File: config.mk
export PLATFORM = sky130hd
export DESIGN_NAME = fifo_sync
export DESIGN_NICKNAME = d
export VERILOG_FILES = /design/src/rtl/fifo_sync.sv
export SDC_FILE = /design/constraint.sdc
export NUM_CORES = 1
export LEC_CHECK = 0
export ABC_AREA = 1
export BUFFER_PORTS_ARGS = -buffer_cell sky130_fd_sc_hd__buf_2
export CAP_MARGIN = 40
export CORE_MARGIN = 2
export CORE_UTILIZATION = 40
export DETAILED_ROUTE_END_ITERATION = 7
export HOLD_SLACK_MARGIN = 0.02
export RECOVER_POWER = 100
export SLEW_MARGIN = 20
export SYNTH_ARGS = -nofsm -noshare
export SYNTH_HDL_FRONTEND = slang
export SYNTH_SLANG_ARGS = --single-unit
File: constraint.sdc
create_clock -name clk -period 2.56 [get_ports clk]
set_input_delay 0.128 -clock clk [delete_from_list [all_inputs] [get_ports clk]]
set_output_delay 0.128 -clock clk [all_outputs]
set_load 0.005 [all_outputs]
File: src/rtl/fifo_sync.sv
// rtl/fifo_sync.sv - single-clock FIFO with thresholds, FWFT/registered read and sticky error flags
module fifo_sync #(
   parameter int WIDTH     = 27,
   parameter int DEPTH     = 16,
   parameter int AF_THRESH = DEPTH - 2,
   parameter int AE_THRESH = 2,
   parameter bit FWFT      = 1'b1
) (
   input  logic                         clk,
   input  logic                         rst,
   input  logic [WIDTH-1:0]             data_in,
   input  logic                         write_valid,
   input  logic                         read_valid,
   output logic [WIDTH-1:0]             data_out,
   output logic                         data_out_valid,
   output logic                         full,
   output logic                         empty,
   output logic                         almost_full,
   output logic                         almost_empty,
   output logic [$clog2(DEPTH+1)-1:0]   count,
   output logic                         overflow,
   output logic                         underflow
);

   localparam int AW = $clog2(DEPTH);
   localparam int CW = $clog2(DEPTH + 1);
   localparam logic [CW-1:0] DEPTH_C = CW'(DEPTH);
   localparam logic [CW-1:0] AF_C    = CW'(AF_THRESH);
   localparam logic [CW-1:0] AE_C    = CW'(AE_THRESH);

   logic [WIDTH-1:0] mem [DEPTH];
   logic [AW-1:0]    wp_q, rp_q;
   logic [CW-1:0]    count_q, count_d;
   logic             full_q, empty_q, afull_q, aempty_q;
   logic             overflow_q, underflow_q;
   logic             wr_ok, rd_ok;

   // A pop frees a slot in the same edge, so a write into a full FIFO is accepted alongside it.
   assign rd_ok = read_valid & ~empty_q;
   assign wr_ok = write_valid & (~full_q | rd_ok);

   always_comb begin
      count_d = count_q;
      if (wr_ok && !rd_ok) begin
         count_d = count_q + CW'(1);
      end else if (!wr_ok && rd_ok) begin
         count_d = count_q - CW'(1);
      end
   end

   always_ff @(posedge clk) begin
      if (!rst) begin
         wp_q        <= '0;
         rp_q        <= '0;
         count_q     <= '0;
         full_q      <= 1'b0;
         empty_q     <= 1'b1;
         afull_q     <= 1'b0;
         aempty_q    <= 1'b1;
         overflow_q  <= 1'b0;
         underflow_q <= 1'b0;
      end else begin
         if (wr_ok) wp_q <= wp_q + AW'(1);
         if (rd_ok) rp_q <= rp_q + AW'(1);
         count_q  <= count_d;
         full_q   <= (count_d == DEPTH_C);
         empty_q  <= (count_d == '0);
         afull_q  <= (count_d >= AF_C);
         aempty_q <= (count_d <= AE_C);
         if (write_valid && full_q && !rd_ok) overflow_q  <= 1'b1;
         if (read_valid && empty_q)           underflow_q <= 1'b1;
      end
   end

   always_ff @(posedge clk) begin
      if (rst && wr_ok) mem[wp_q] <= data_in;
   end

   generate
      if (FWFT) begin : g_fwft
         // Remembers the last word shown so data_out holds steady once the FIFO drains.
         logic [WIDTH-1:0] hold_q;
         always_ff @(posedge clk) begin
            if (!rst) begin
               hold_q <= '0;
            end else if (rd_ok) begin
               hold_q <= mem[rp_q];
            end
         end
         assign data_out       = empty_q ? hold_q : mem[rp_q];
         assign data_out_valid = ~empty_q;
      end else begin : g_reg
         logic [WIDTH-1:0] dout_q;
         logic             dvalid_q;
         always_ff @(posedge clk) begin
            if (!rst) begin
               dout_q   <= '0;
               dvalid_q <= 1'b0;
            end else begin
               dvalid_q <= rd_ok;
               if (rd_ok) dout_q <= mem[rp_q];
            end
         end
         assign data_out       = dout_q;
         assign data_out_valid = dvalid_q;
      end
   endgenerate

   assign full         = full_q;
   assign empty        = empty_q;
   assign almost_full  = afull_q;
   assign almost_empty = aempty_q;
   assign count        = count_q;
   assign overflow     = overflow_q;
   assign underflow    = underflow_q;

endmodule
==> results of run 1 <==
[stage by stage]
| step | setup WS [ps] | hold WS [ps] | std cells |
|---|---|---|---|
| floorplan | 129 | 227 | 1812 |
| global placement | 485 | 404 | 2495 |
| detailed placement | 475 | 410 | 2495 |
| CTS | 13.6 | 336 | 2619 |
| global route | -37.4 | 392 | 2635 |
| finish | 32.8 | 364 | 2636 |
[layout make-up]
class	count	area share
inverter	123	0.0205
tap	664	0.0355
sequential	482	0.597
timing repair inverter	1	0.000374
multi-input combinational	1104	0.215
clock buffer	69	0.0587
antenna	2	0.000214
timing repair buffer	167	0.0599
clock inverter	24	0.0126
[routing by layer]
| metal | track usage | vias up | part of all wire |
|---|---|---|---|
| met2 | 0.329 | 511 | 0.46 |
| met5 | 0 | - | 0.00054 |
| met1 | 0.287 | 6710 | 0.44 |
| met4 | 0.0616 | 4 | 0.028 |
| met3 | 0.0310 | 112 | 0.069 |
| li1 | - | 6448 | - |
[layout by cell type, fill, tap and decap left out, types with 2 or more instances in the layout]
master | synthesis | routed
inv_1 | 117 | 118
dfxtp_2 | 0 | 2
inv_6 | 0 | 3
diode_2 | 0 | 2
o211ai_1 | 72 | 72
edfxtp_1 | 432 | 432
nand2_1 | 352 | 349
ha_1 | 7 | 7
clkinv_2 | 0 | 9
buf_2 | 44 | 35
xor2_1 | 2 | 2
clkbuf_2 | 0 | 15
dfxtp_1 | 50 | 47
buf_16 | 0 | 4
clkbuf_1 | 26 | 52
clkbuf_4 | 0 | 7
dlygate4sd3_1 | 0 | 30
nor2_1 | 321 | 310
clkbuf_16 | 0 | 57
o21ai_1 | 52 | 52
buf_12 | 0 | 11
o21ai_0 | 70 | 70
buf_4 | 12 | 18
clkbuf_8 | 0 | 3
bufinv_16 | 0 | 7
clkinv_1 | 2 | 7
nand3_1 | 206 | 206
a21oi_1 | 10 | 12
nand2_2 | 1 | 4
nor2_4 | 0 | 12
buf_6 | 8 | 4
[what timing repair did]
| item | 4_1_cts | 5_1_grt |
|---|---|---|
| cloned | 1 | 7 |
| setup buffers | 0 | 8 |
| hold buffers | 30 | 0 |
| endpoints found under the setup margin | 13 | 20 |
| resized for setup | 3 | 10 |
| hold endpoints to repair | 445 | 0 |
[Yosys cell counts, drive strengths merged]
| cell | number |
|---|---|
| nand2 | 353 |
| nand3 | 207 |
| buf | 77 |
| inv | 121 |
| edfxtp | 432 |
| nand4 | 1 |
| a21oi | 12 |
| ha | 7 |
| or2 | 1 |
| dfxtp | 50 |
| nor3 | 1 |
| o21ai | 122 |
| clkinv | 2 |
| xor2 | 2 |
| a31oi | 1 |
| xnor2 | 1 |
| nor2 | 323 |
| and3 | 1 |
| o211ai | 72 |
| clkbuf | 26 |
[where the power goes]
part	leakage, nW	switching (mW)	internal (mW)
clock	0.820	2.99	4.45
sequential	4.30	0.0840	8.73
combinational	3.51	1.70	0.854
total	8.63	4.77	14.0
[how the worst max path moves through the flow]
stage | startpoint | slack [ps] | end | cells after the start
finish | flip-flop | 30 | data_out[8] | 9
global placement | empty | 490 | mem[13][19] | 6
global route | flip-flop | -40 | data_out[8] | 9
detailed placement | empty | 470 | mem[13][26] | 6
floorplan | empty | 130 | mem[11][0] | 5
CTS | flip-flop | 10 | data_out[16] | 10
[flip-flops by register name, summed over array words and instances (netlist names), named ones only]
signal	flops
overflow	1
empty	1
almost_empty	1
underflow	1
almost_full	1
g_fwft.hold_q	27
full	1
count	5
wp_q	4
mem	432
rp_q	4
[critical path: cells and delay by family (launching register included)]
| family | cells | cell delay (ps) |
|---|---|---|
| buffers and inverters | 3 | 560 |
| flip-flops | 1 | 350 |
| AO/OA/AOI/OAI | 1 | 230 |
| AND/OR/NAND/NOR | 5 | 630 |
[kinds of logic (layout without fill, tap and decap cells)]
kind of cell / after synthesis / in the layout / share of synthesized area
and+or+nand+nor: 887 / 887 / 0.181
adders and majority gates: 7 / 7 / 0.00439
other: 0 / 2 / 0
xor gates and xnor gates: 3 / 3 / 0.00132
DFF: 482 / 482 / 0.701
buffers and inverters: 226 / 384 / 0.0507
AOI/OAI and AO/OA: 207 / 207 / 0.0615
==> reports/summary.log, run 1 <==
[synthesis] top cells by area in the synthesized netlist edfxtp_1 (65%), nand2_1 (6.6%), nor2_1 (6.0%)
[power] Total Power Consumption 18.8 mW
[worst_setup_path] arrival time at the worst endpoint 2400 ps
[timing] setup total negative slack 0 ps
[cts] root buffer cell clkbuf_16
[timing] worst setup skew after layout 20.9 ps
[cts] CTS max path bufs 3
[worst_setup_path] setup slack on the worst flop-to-flop path 170 ps
[cts] total number of H-tree levels 2
[synthesis] cell type contributing the most total cell area after synthesis edfxtp_1
[synthesis] nets in the synthesized netlist 1850
[cells_and_area] area taken by multi-input logic gates 0.00504 sq mm
[worst_setup_path] required time at the worst-slack endpoint 2430 ps
[cells_and_area] final net count 1967
[global_route] gr ovfl total 0
[detailed_routing] routed wirelength normalized by instance count 20.5 microns
[detailed_routing] drt first-iter violations 1387
[die] floorplan row count 81
[worst_setup_path] critical path's most frequent cell nand2_1
[placement] total placed instance area 0.0213 sq mm
[synthesis] synthesized area per cell 11.0 sq um
[cells_and_area] share of cells above drive strength 1 0.101
[cells_and_area] # fillers 4414
[cells_and_area] register area 0.0140 sq mm
[timing] Max-slew headroom 0.266
[placement] routability cong. 0.771
[cells_and_area] cell area after layout 0.0234 sq mm
[synthesis] combined area of all synthesized cells 0.0199 sq mm
[die] initial standard-cell utilization of the core 0.406
[die] die extent in y 227 microns
[cts] TritonCTS clock tree built
[power] Power Dens Cells 804 mW/mm^2
[global_route] number of antenna violations at the first check in global routing 3
[outcome] status completed
[cts] clock transition at the registers of the reported paths 60 ps
[timing] Worst Max-Slew Pin Slew 1100 ps
[global_route] largest net degree at the start of global routing 86
[global_route] total routing resource utilization after global routing 0.204
[timing] clock period minus final worst setup slack 2530 ps
[timing] achievable clock frequency 0.396 GHz
[synthesis] number of flip-flops and latches in the synthesized netlist 482
[worst_setup_path] beginning of the worst register-to-register path empty
[cells_and_area] Layout Area Growth over Synthesis 17.5%
[worst_setup_path] capture instance of the worst register-to-register path mem[4][1]
[hold_path] Hold Path Origin read_valid
[die] boundary pin count 70
[synthesis] number of library cell types mapped by synthesis 30
[worst_setup_path] highest net fanout along the worst path 69
[worst_setup_path] count of cells along the worst register-to-register path 6
[job] Max-Cap Viols 0
[power] static leakage 8.63 nW
[die] area of the die 0.0516 sq mm
[cts] number of clock sinks seen by CTS 482
[hold_path] Cells on Worst Hold Path 4
[detailed_routing] detail-routed via count per cell 5.23
[hold_path] Hold Crit Class input port to flip-flop
[placement] detailed-placement wirelength estimate 29000 microns
[detailed_routing] Initial DRT Pass Iterations 8
[detailed_routing] Remaining DRCs 0
[synthesis] gate count after technology mapping 1812
[timing] Max Transition Viols Final 0
[die] core area 0.0491 sq mm
[power] maximum resistive drop on vdd 483 uV
[worst_setup_path] CP cell instances inv_4, buf_12, o211ai_1, nand3_1, nand3_1, nand2_1, nand2_1, nand2_1, buf_2
[worst_setup_path] Critical Path Source Type flip-flop
[cells_and_area] share of the core filled with cells in the final layout 0.477
[detailed_routing] vias 13785
[die] width of the chip 227 microns
[synthesis] portion of the post-synthesis area used by sequential elements 0.701
[cts] Skew-Pair Late Insertion Delay 590 ps
[detailed_routing] final wirelength 54100 microns
[placement] count of buffers inserted at the top-level ports 69
[timing] Hold Fails Final Rpt 0
[worst_setup_path] critical path endpoint category output pin
[worst_setup_path] standard cell with the maximum stage delay on the critical path dfxtp_2
[global_route] wire length of the first global-routing pass 78400 microns
[synthesis] Synth Warn # 0
[cts] number of clock buffers inserted by TritonCTS 50
[hold_path] hold path endpoint underflow
[worst_setup_path] Worst Setup Path Type flip-flop to output pin
[worst_setup_path] delay of the slowest critical-path stage 350 ps
[synthesis] area share of the largest cell type after synthesis 0.651
[global_route] number of global-route vias before repair 12799
[timing] final setup violating endpoints 0
[timing] post-route fraction of the period consumed by the critical path 0.987
[detailed_routing] Antenna Nets Post-Route 0
Note: power is estimated with default switching activity, not from simulation.
==> inputs of run 2 (changes only) <==
--- a/config.mk
+++ b/config.mk
@@ -9,7 +9,7 @@
 export BUFFER_PORTS_ARGS = -buffer_cell sky130_fd_sc_hd__buf_2
 export CAP_MARGIN = 40
 export CORE_MARGIN = 2
-export CORE_UTILIZATION = 40
+export CORE_UTILIZATION = 25
 export DETAILED_ROUTE_END_ITERATION = 7
 export HOLD_SLACK_MARGIN = 0.02
 export RECOVER_POWER = 100
==> run 2 against run 1 <==
Utilization fell by 17 points. Sequential power hardly changed. Total power shrank 1.6%. Setup slack improved by 49 ps. Wire length rose by 7.0%. Maximum frequency grew 2.0%. Critical path depth grew 1. Via count decreased by 1.0%. Clock power is 7.1% lower. First-iteration DRC count down 3.7%. Die area is 59% higher. Largest cell class unchanged.
==> reports/summary.log, run 2 (synthesis results as in run 1) <==
[cells_and_area] most common cell after layout, fill and taps aside edfxtp_1
[worst_setup_path] CP cell instances buf_4, buf_6, buf_6, o211ai_1, nand3_1, nand3_1, nand2_1, nand2_1, nand2_2, buf_2
[timing] clock period minus final worst setup slack 2480 ps
[cells_and_area] share of cells above drive strength 1 0.113
[timing] final setup violating endpoints 0
[timing] hold_ws 352 ps
[cells_and_area] flip-flop count of the largest register, all copies and words added 432
[cts] number of clock buffers inserted by TritonCTS 49
[global_route] largest net degree at the start of global routing 66
[power] sw frac 0.262
[placement] count of buffers inserted at the top-level ports 69
[die] boundary pin count 70
[timing] Hold Fails Final Rpt 0
[power] Total Power Consumption 18.5 mW
[cells_and_area] highest-count cells in the layout ignoring fill and taps edfxtp_1 (432), nand2_1 (342), nor2_1 (308)
[global_route] gr ovfl total 0
[detailed_routing] routed wirelength normalized by instance count 19.1 microns
[cts] total number of H-tree levels 2
[power] relative contribution of the clock network to total power 0.373
[power] Power Dens Cells 769 mW/mm^2
[cts] number of clock sinks seen by CTS 482
[worst_setup_path] count of cells along the worst register-to-register path 6
[timing] Max-slew headroom 0.428
[cts] TritonCTS clock tree built
[die] initial standard-cell utilization of the core 0.252
[cells_and_area] # fillers 7969
[cts] Skew-Pair Late Insertion Delay 590 ps
[worst_setup_path] Critical Path Source Type flip-flop
[detailed_routing] detail-routed via count per cell 4.50
[worst_setup_path] required time at the worst-slack endpoint 2430 ps
[cells_and_area] non-filler instance count after layout 3032
[detailed_routing] Antenna Nets Post-Route 0
[cells_and_area] final net count 1978
[detailed_routing] Initial DRT Pass Iterations 5
[hold_path] Cells on Worst Hold Path 4
[die] area of the die 0.0820 sq mm
[die] width of the chip 286 microns
[cells_and_area] register area 0.0140 sq mm
[hold_path] Hold Path Origin read_valid
[worst_setup_path] setup slack on the worst flop-to-flop path 150 ps
[worst_setup_path] standard cell with the maximum stage delay on the critical path dfxtp_4
[global_route] total routing resource utilization after global routing 0.134
[power] maximum resistive drop on vdd 494 uV
[cells_and_area] cell area after layout 0.0241 sq mm
[timing] worst setup skew after layout 15.7 ps
[die] core area 0.0790 sq mm
[hold_path] Hold Crit Class input port to flip-flop
[worst_setup_path] Worst Setup Path Type flip-flop to output pin
[outcome] status completed
[detailed_routing] final wirelength 57900 microns
[worst_setup_path] highest net fanout along the worst path 12
[die] die extent in y 286 microns
[worst_setup_path] beginning of the worst register-to-register path empty
[detailed_routing] vias 13646
[cts] CTS max path bufs 3
[cts] root buffer cell clkbuf_16
[cts] clock transition at the registers of the reported paths 60 ps
[global_route] wire length of the first global-routing pass 82900 microns
[power] total internal power 13.7 mW
[power] sequential cell fraction of total power 0.476
[timing] setup total negative slack 0 ps
[job] Max-Cap Viols 0
[placement] routability cong. 0.752
[timing] achievable clock frequency 0.404 GHz
[hold_path] hold path endpoint underflow
[global_route] number of global-route vias before repair 12896
[detailed_routing] Remaining DRCs 0
[placement] total placed instance area 0.0218 sq mm
[cells_and_area] Layout Area Growth over Synthesis 20.8%
[cells_and_area] most flop-heavy register mem
[detailed_routing] drt first-iter violations 1336
[timing] Worst Max-Slew Pin Slew 858 ps
[timing] post-route fraction of the period consumed by the critical path 0.968
[worst_setup_path] capture instance of the worst register-to-register path mem[13][23]
[worst_setup_path] delay of the slowest critical-path stage 350 ps
[die] floorplan row count 103
[placement] detailed-placement wirelength estimate 31600 microns
[worst_setup_path] critical path endpoint category output pin
[power] net switching component of the power 4.86 mW
[power] static leakage 8.74 nW
[placement] Placed Cells 2885
[worst_setup_path] arrival time at the worst endpoint 2350 ps
[timing] Max Transition Viols Final 0
[global_route] number of antenna violations at the first check in global routing 6
[cells_and_area] area taken by multi-input logic gates 0.00514 sq mm
[power] part of the total power dissipated in combinational logic 0.151
run 2: power groups by stage:
| stage | sequential, mW | combinational (mW) | clock, mW |
|---|---|---|---|
| 6_report | 8.81 | 2.79 | 6.91 |
| 5_1_grt | 8.83 | 3.10 | 7.33 |
| 4_1_cts | 8.82 | 2.59 | 7.04 |
| 3_5_place_dp | 8.98 | 2.41 | 0 |
| 3_3_place_gp | 8.97 | 2.41 | 0 |
| 2_1_floorplan | 8.96 | 1.51 | 0 |
run 2: critical path, delay by kind of cell (launching register included):
family | cells | cell delay (ps)
AO/OA/AOI/OAI | 1 | 230
flip-flops | 1 | 350
AND/OR/NAND/NOR | 5 | 560
buffers and inverters | 4 | 600
run 2: routing by layer:
| layer | GRT usage | routed length, microns | vias to the layer above |
|---|---|---|---|
| met1 | 0.183 | 25400 | 6663 |
| li1 | - | - | 6485 |
| met2 | 0.219 | 27600 | 426 |
| met4 | 0.0313 | 881 | 4 |
| met3 | 0.0258 | 3920 | 68 |
| met5 | 0 | 30 | - |
run 2: what timing repair did:
action                                  4_1_cts  5_1_grt
pin swaps                                     0        8
resized for setup                            13       44
cloned                                        4       12
hold buffers                                 30        0
buffers inserted                              1        9
endpoints found under the setup margin       18       27
hold endpoints to repair                    442        0
run 2: through the flow:
| step | setup WS, ps | util |
|---|---|---|
| 2_1_floorplan | 129 | - |
| 3_3_place_gp | 343 | 0.276 |
| 3_5_place_dp | 354 | 0.276 |
| 4_1_cts | 6.41 | 0.301 |
| 5_1_grt | -1.67 | 0.305 |
| 6_report | 82.3 | 0.305 |
run 2: worst max-delay path by stage:
stage               from      endpoint  slack [ps]  depth (start not counted)
2_1_floorplan      empty    mem[11][0]         130                          5
3_3_place_gp       empty     mem[9][0]         340                          6
3_5_place_dp       empty     mem[9][3]         350                          6
4_1_cts        flip-flop  data_out[22]           6                         11
5_1_grt        flip-flop   data_out[3]          -2                         12
6_report       flip-flop  data_out[13]          80                         10
run 2: cell type report:
type | instances | share of cell area
sequential | 482 | 0.581
clock inverter | 23 | 0.00655
antenna | 2 | 0.000208
inverter | 123 | 0.0202
timing repair inverter | 1 | 0.000364
timing repair buffer | 179 | 0.0667
clock buffer | 68 | 0.0573
multi-input combinational | 1104 | 0.213
tap | 1050 | 0.0546
==> inputs of run 3 (changes only) <==
--- a/config.mk
+++ b/config.mk
@@ -13,6 +13,7 @@
 export DETAILED_ROUTE_END_ITERATION = 7
 export HOLD_SLACK_MARGIN = 0.02
 export RECOVER_POWER = 100
+export REMOVE_ABC_BUFFERS = 1
 export SLEW_MARGIN = 20
 export SYNTH_ARGS = -nofsm -noshare
 export SYNTH_HDL_FRONTEND = slang
==> run 3 against run 2 <==
Largest power group unchanged. Sequential share of layout area increased by 0.56 points. Critical endpoint is now data_out[3]. Setup slack improved by 36 ps. Largest cell class unchanged. Critical path depth increased by 2. Combinational power decreased by 7.9%. Via count decreased by 0.66%. Clock skew increased by 6.0 ps. Global-route usage decreased by 0.72 points. Non-clock buffer count decreased by 13. Die area unchanged.
==> reports/summary.log, run 3 (synthesis results as in run 1) <==
[detailed_routing] Antenna Nets Post-Route 0
[cts] clock transition at the registers of the reported paths 60 ps
[worst_setup_path] Buf/Inv on CP 4
[detailed_routing] Initial DRT Pass Iterations 7
[cts] CTS max path bufs 3
[cells_and_area] highest-count cells in the layout ignoring fill and taps edfxtp_1 (432), nand2_1 (347), nor2_1 (309)
[cells_and_area] share of cells above drive strength 1 0.103
[worst_setup_path] highest net fanout along the worst path 26
[die] initial standard-cell utilization of the core 0.252
[detailed_routing] Remaining DRCs 0
[timing] Worst Max-Slew Pin Slew 892 ps
[cts] root buffer cell clkbuf_16
[power] net switching component of the power 4.87 mW
[job] Max-Cap Viols 0
[detailed_routing] final wirelength 54800 microns
[detailed_routing] drt first-iter violations 1209
[placement] routability cong. 0.733
[worst_setup_path] required time at the worst-slack endpoint 2430 ps
[cells_and_area] Layout Area Growth over Synthesis 19.6%
[worst_setup_path] delay of the slowest critical-path stage 350 ps
[global_route] number of antenna violations at the first check in global routing 1
[timing] clock period minus final worst setup slack 2440 ps
[power] maximum resistive drop on vdd 503 uV
[power] sequential cell fraction of total power 0.475
[timing] Max Transition Viols Final 0
[worst_setup_path] standard cell with the maximum stage delay on the critical path dfxtp_4
[global_route] gr ovfl total 0
[power] part of the total power dissipated in combinational logic 0.138
[worst_setup_path] critical path endpoint category output pin
[die] die extent in y 286 microns
[die] boundary pin count 70
[global_route] wire length of the first global-routing pass 79400 microns
[placement] count of buffers inserted at the top-level ports 69
[power] total internal power 13.7 mW
[global_route] largest net degree at the start of global routing 105
[cells_and_area] flip-flop count of the largest register, all copies and words added 432
[detailed_routing] routed wirelength normalized by instance count 18.1 microns
[cells_and_area] diodes inserted 0
[worst_setup_path] arrival time at the worst endpoint 2310 ps
[worst_setup_path] CP cell instances buf_4, buf_4, buf_6, nand2_1, nand2_1, nand2_1, nand3_1, nand3_1, nand2_1, nand2_1, nand2_1, buf_2
[die] floorplan row count 103
[cts] number of clock buffers inserted by TritonCTS 51
[timing] post-route fraction of the period consumed by the critical path 0.954
[power] Power Dens Cells 779 mW/mm^2
[placement] Worst Setup Slack post-DPL 443 ps
[worst_setup_path] Worst Setup Path Type flip-flop to output pin
[cts] number of clock sinks seen by CTS 482
[global_route] number of global-route vias before repair 12923
[timing] worst setup margin 118 ps
[hold_path] Hold Crit Class input port to flip-flop
[cells_and_area] most common cell after layout, fill and taps aside edfxtp_1
[worst_setup_path] Critical Path Source Type flip-flop
[die] width of the chip 286 microns
[timing] setup total negative slack 0 ps
[timing] final setup violating endpoints 0
[power] relative contribution of the clock network to total power 0.387
[power] static leakage 8.60 nW
[outcome] status completed
[placement] detailed-placement wirelength estimate 27300 microns
[cells_and_area] most flop-heavy register mem
[die] area of the die 0.0820 sq mm
[cells_and_area] final net count 1967
[detailed_routing] detail-routed via count per cell 4.49
[timing] Hold Fails Final Rpt 0
[cts] Skew-Pair Late Insertion Delay 610 ps
[cts] total number of H-tree levels 2
[timing] achievable clock frequency 0.410 GHz
[detailed_routing] vias 13556
[timing] worst setup skew after layout 21.7 ps
[cts] TritonCTS clock tree built
[worst_setup_path] critical path's most frequent cell nand2_1
[worst_setup_path] delay-heaviest family, CP buffers and inverters
[die] core area 0.0790 sq mm
[global_route] total routing resource utilization after global routing 0.127
[timing] Max-slew headroom 0.405
[power] sw frac 0.263
run 3: cell types whose count changed in the layout (fill, tap and decap cells not counted), sizes merged:
| cell | before | now |
|---|---|---|
| diode | 2 | 0 |
| clkinv | 21 | 22 |
| buf | 70 | 81 |
| bufbuf | 2 | 0 |
| clkbuf | 145 | 126 |
run 3: final cells by class:
| cell class | count | area [sq um] |
|---|---|---|
| tap | 1050 | 1310 |
| timing repair inverter | 1 | 8.76 |
| fill | 8004 | 55200 |
| timing repair buffer | 166 | 1400 |
| clock inverter | 24 | 214 |
| sequential | 482 | 14000 |
| inverter | 123 | 482 |
| clock buffer | 71 | 1410 |
| multi-input combinational | 1104 | 5040 |
run 3: worst paths after layout:
path               from     endpoint  slack (ps)  cells after the start
max           flip-flop  data_out[3]         120                     12
min          read_valid    underflow         380                      4
max reg2reg       empty   mem[2][14]         140                      6
min reg2reg     rp_q[2]    flip-flop         490                      2
run 3: metal layers:
layer	routed length, microns	track usage	part of all wire
met1	23400	0.165	0.43
met5	11	0	0.00020
met4	1270	0.0366	0.023
met3	3120	0.0174	0.057
met2	27000	0.219	0.49
run 3: through the flow:
| step | utilization | hold slack (ps) | instance area [sq um] | cells | total power [mW] |
|---|---|---|---|---|---|
| CTS | 0.302 | 357 | 23900 | 3004 | 18.6 |
| global route | 0.302 | 382 | 23800 | 3021 | 19.3 |
| floorplan | - | 197 | 19400 | 1709 | 10.4 |
| global placement | 0.276 | 440 | 21800 | 2874 | 11.3 |
| detailed placement | 0.276 | 440 | 21800 | 2874 | 11.3 |
| finish | 0.302 | 381 | 23800 | 3021 | 18.6 |
run 3: power by group through the flow:
stage | Clock, mW | Combinational (mW) | Sequential [mW]
after global routing | 7.64 | 2.87 | 8.82
after global placement | 0 | 2.34 | 8.98
after detailed placement | 0 | 2.35 | 8.98
after CTS | 7.33 | 2.49 | 8.82
final | 7.18 | 2.57 | 8.81
after floorplan | 0 | 1.28 | 9.11
run 3: timing repair:
item | CTS | global route
endpoints found under the hold margin | 448 | 0
hold buffers | 30 | 0
gates cloned | 2 | 7
setup endpoints to repair | 20 | 27
pin swaps | 0 | 0
gates resized for setup | 8 | 18
buffers inserted | 3 | 12
run 3: worst register-to-register path: stages (launching register included):
cell      delay, ps
dfxtp_1         320
clkinv_1         50
nand2_1         120
a21oi_1         430
nand2_1         340
nor2_4          170
clkbuf_4        580
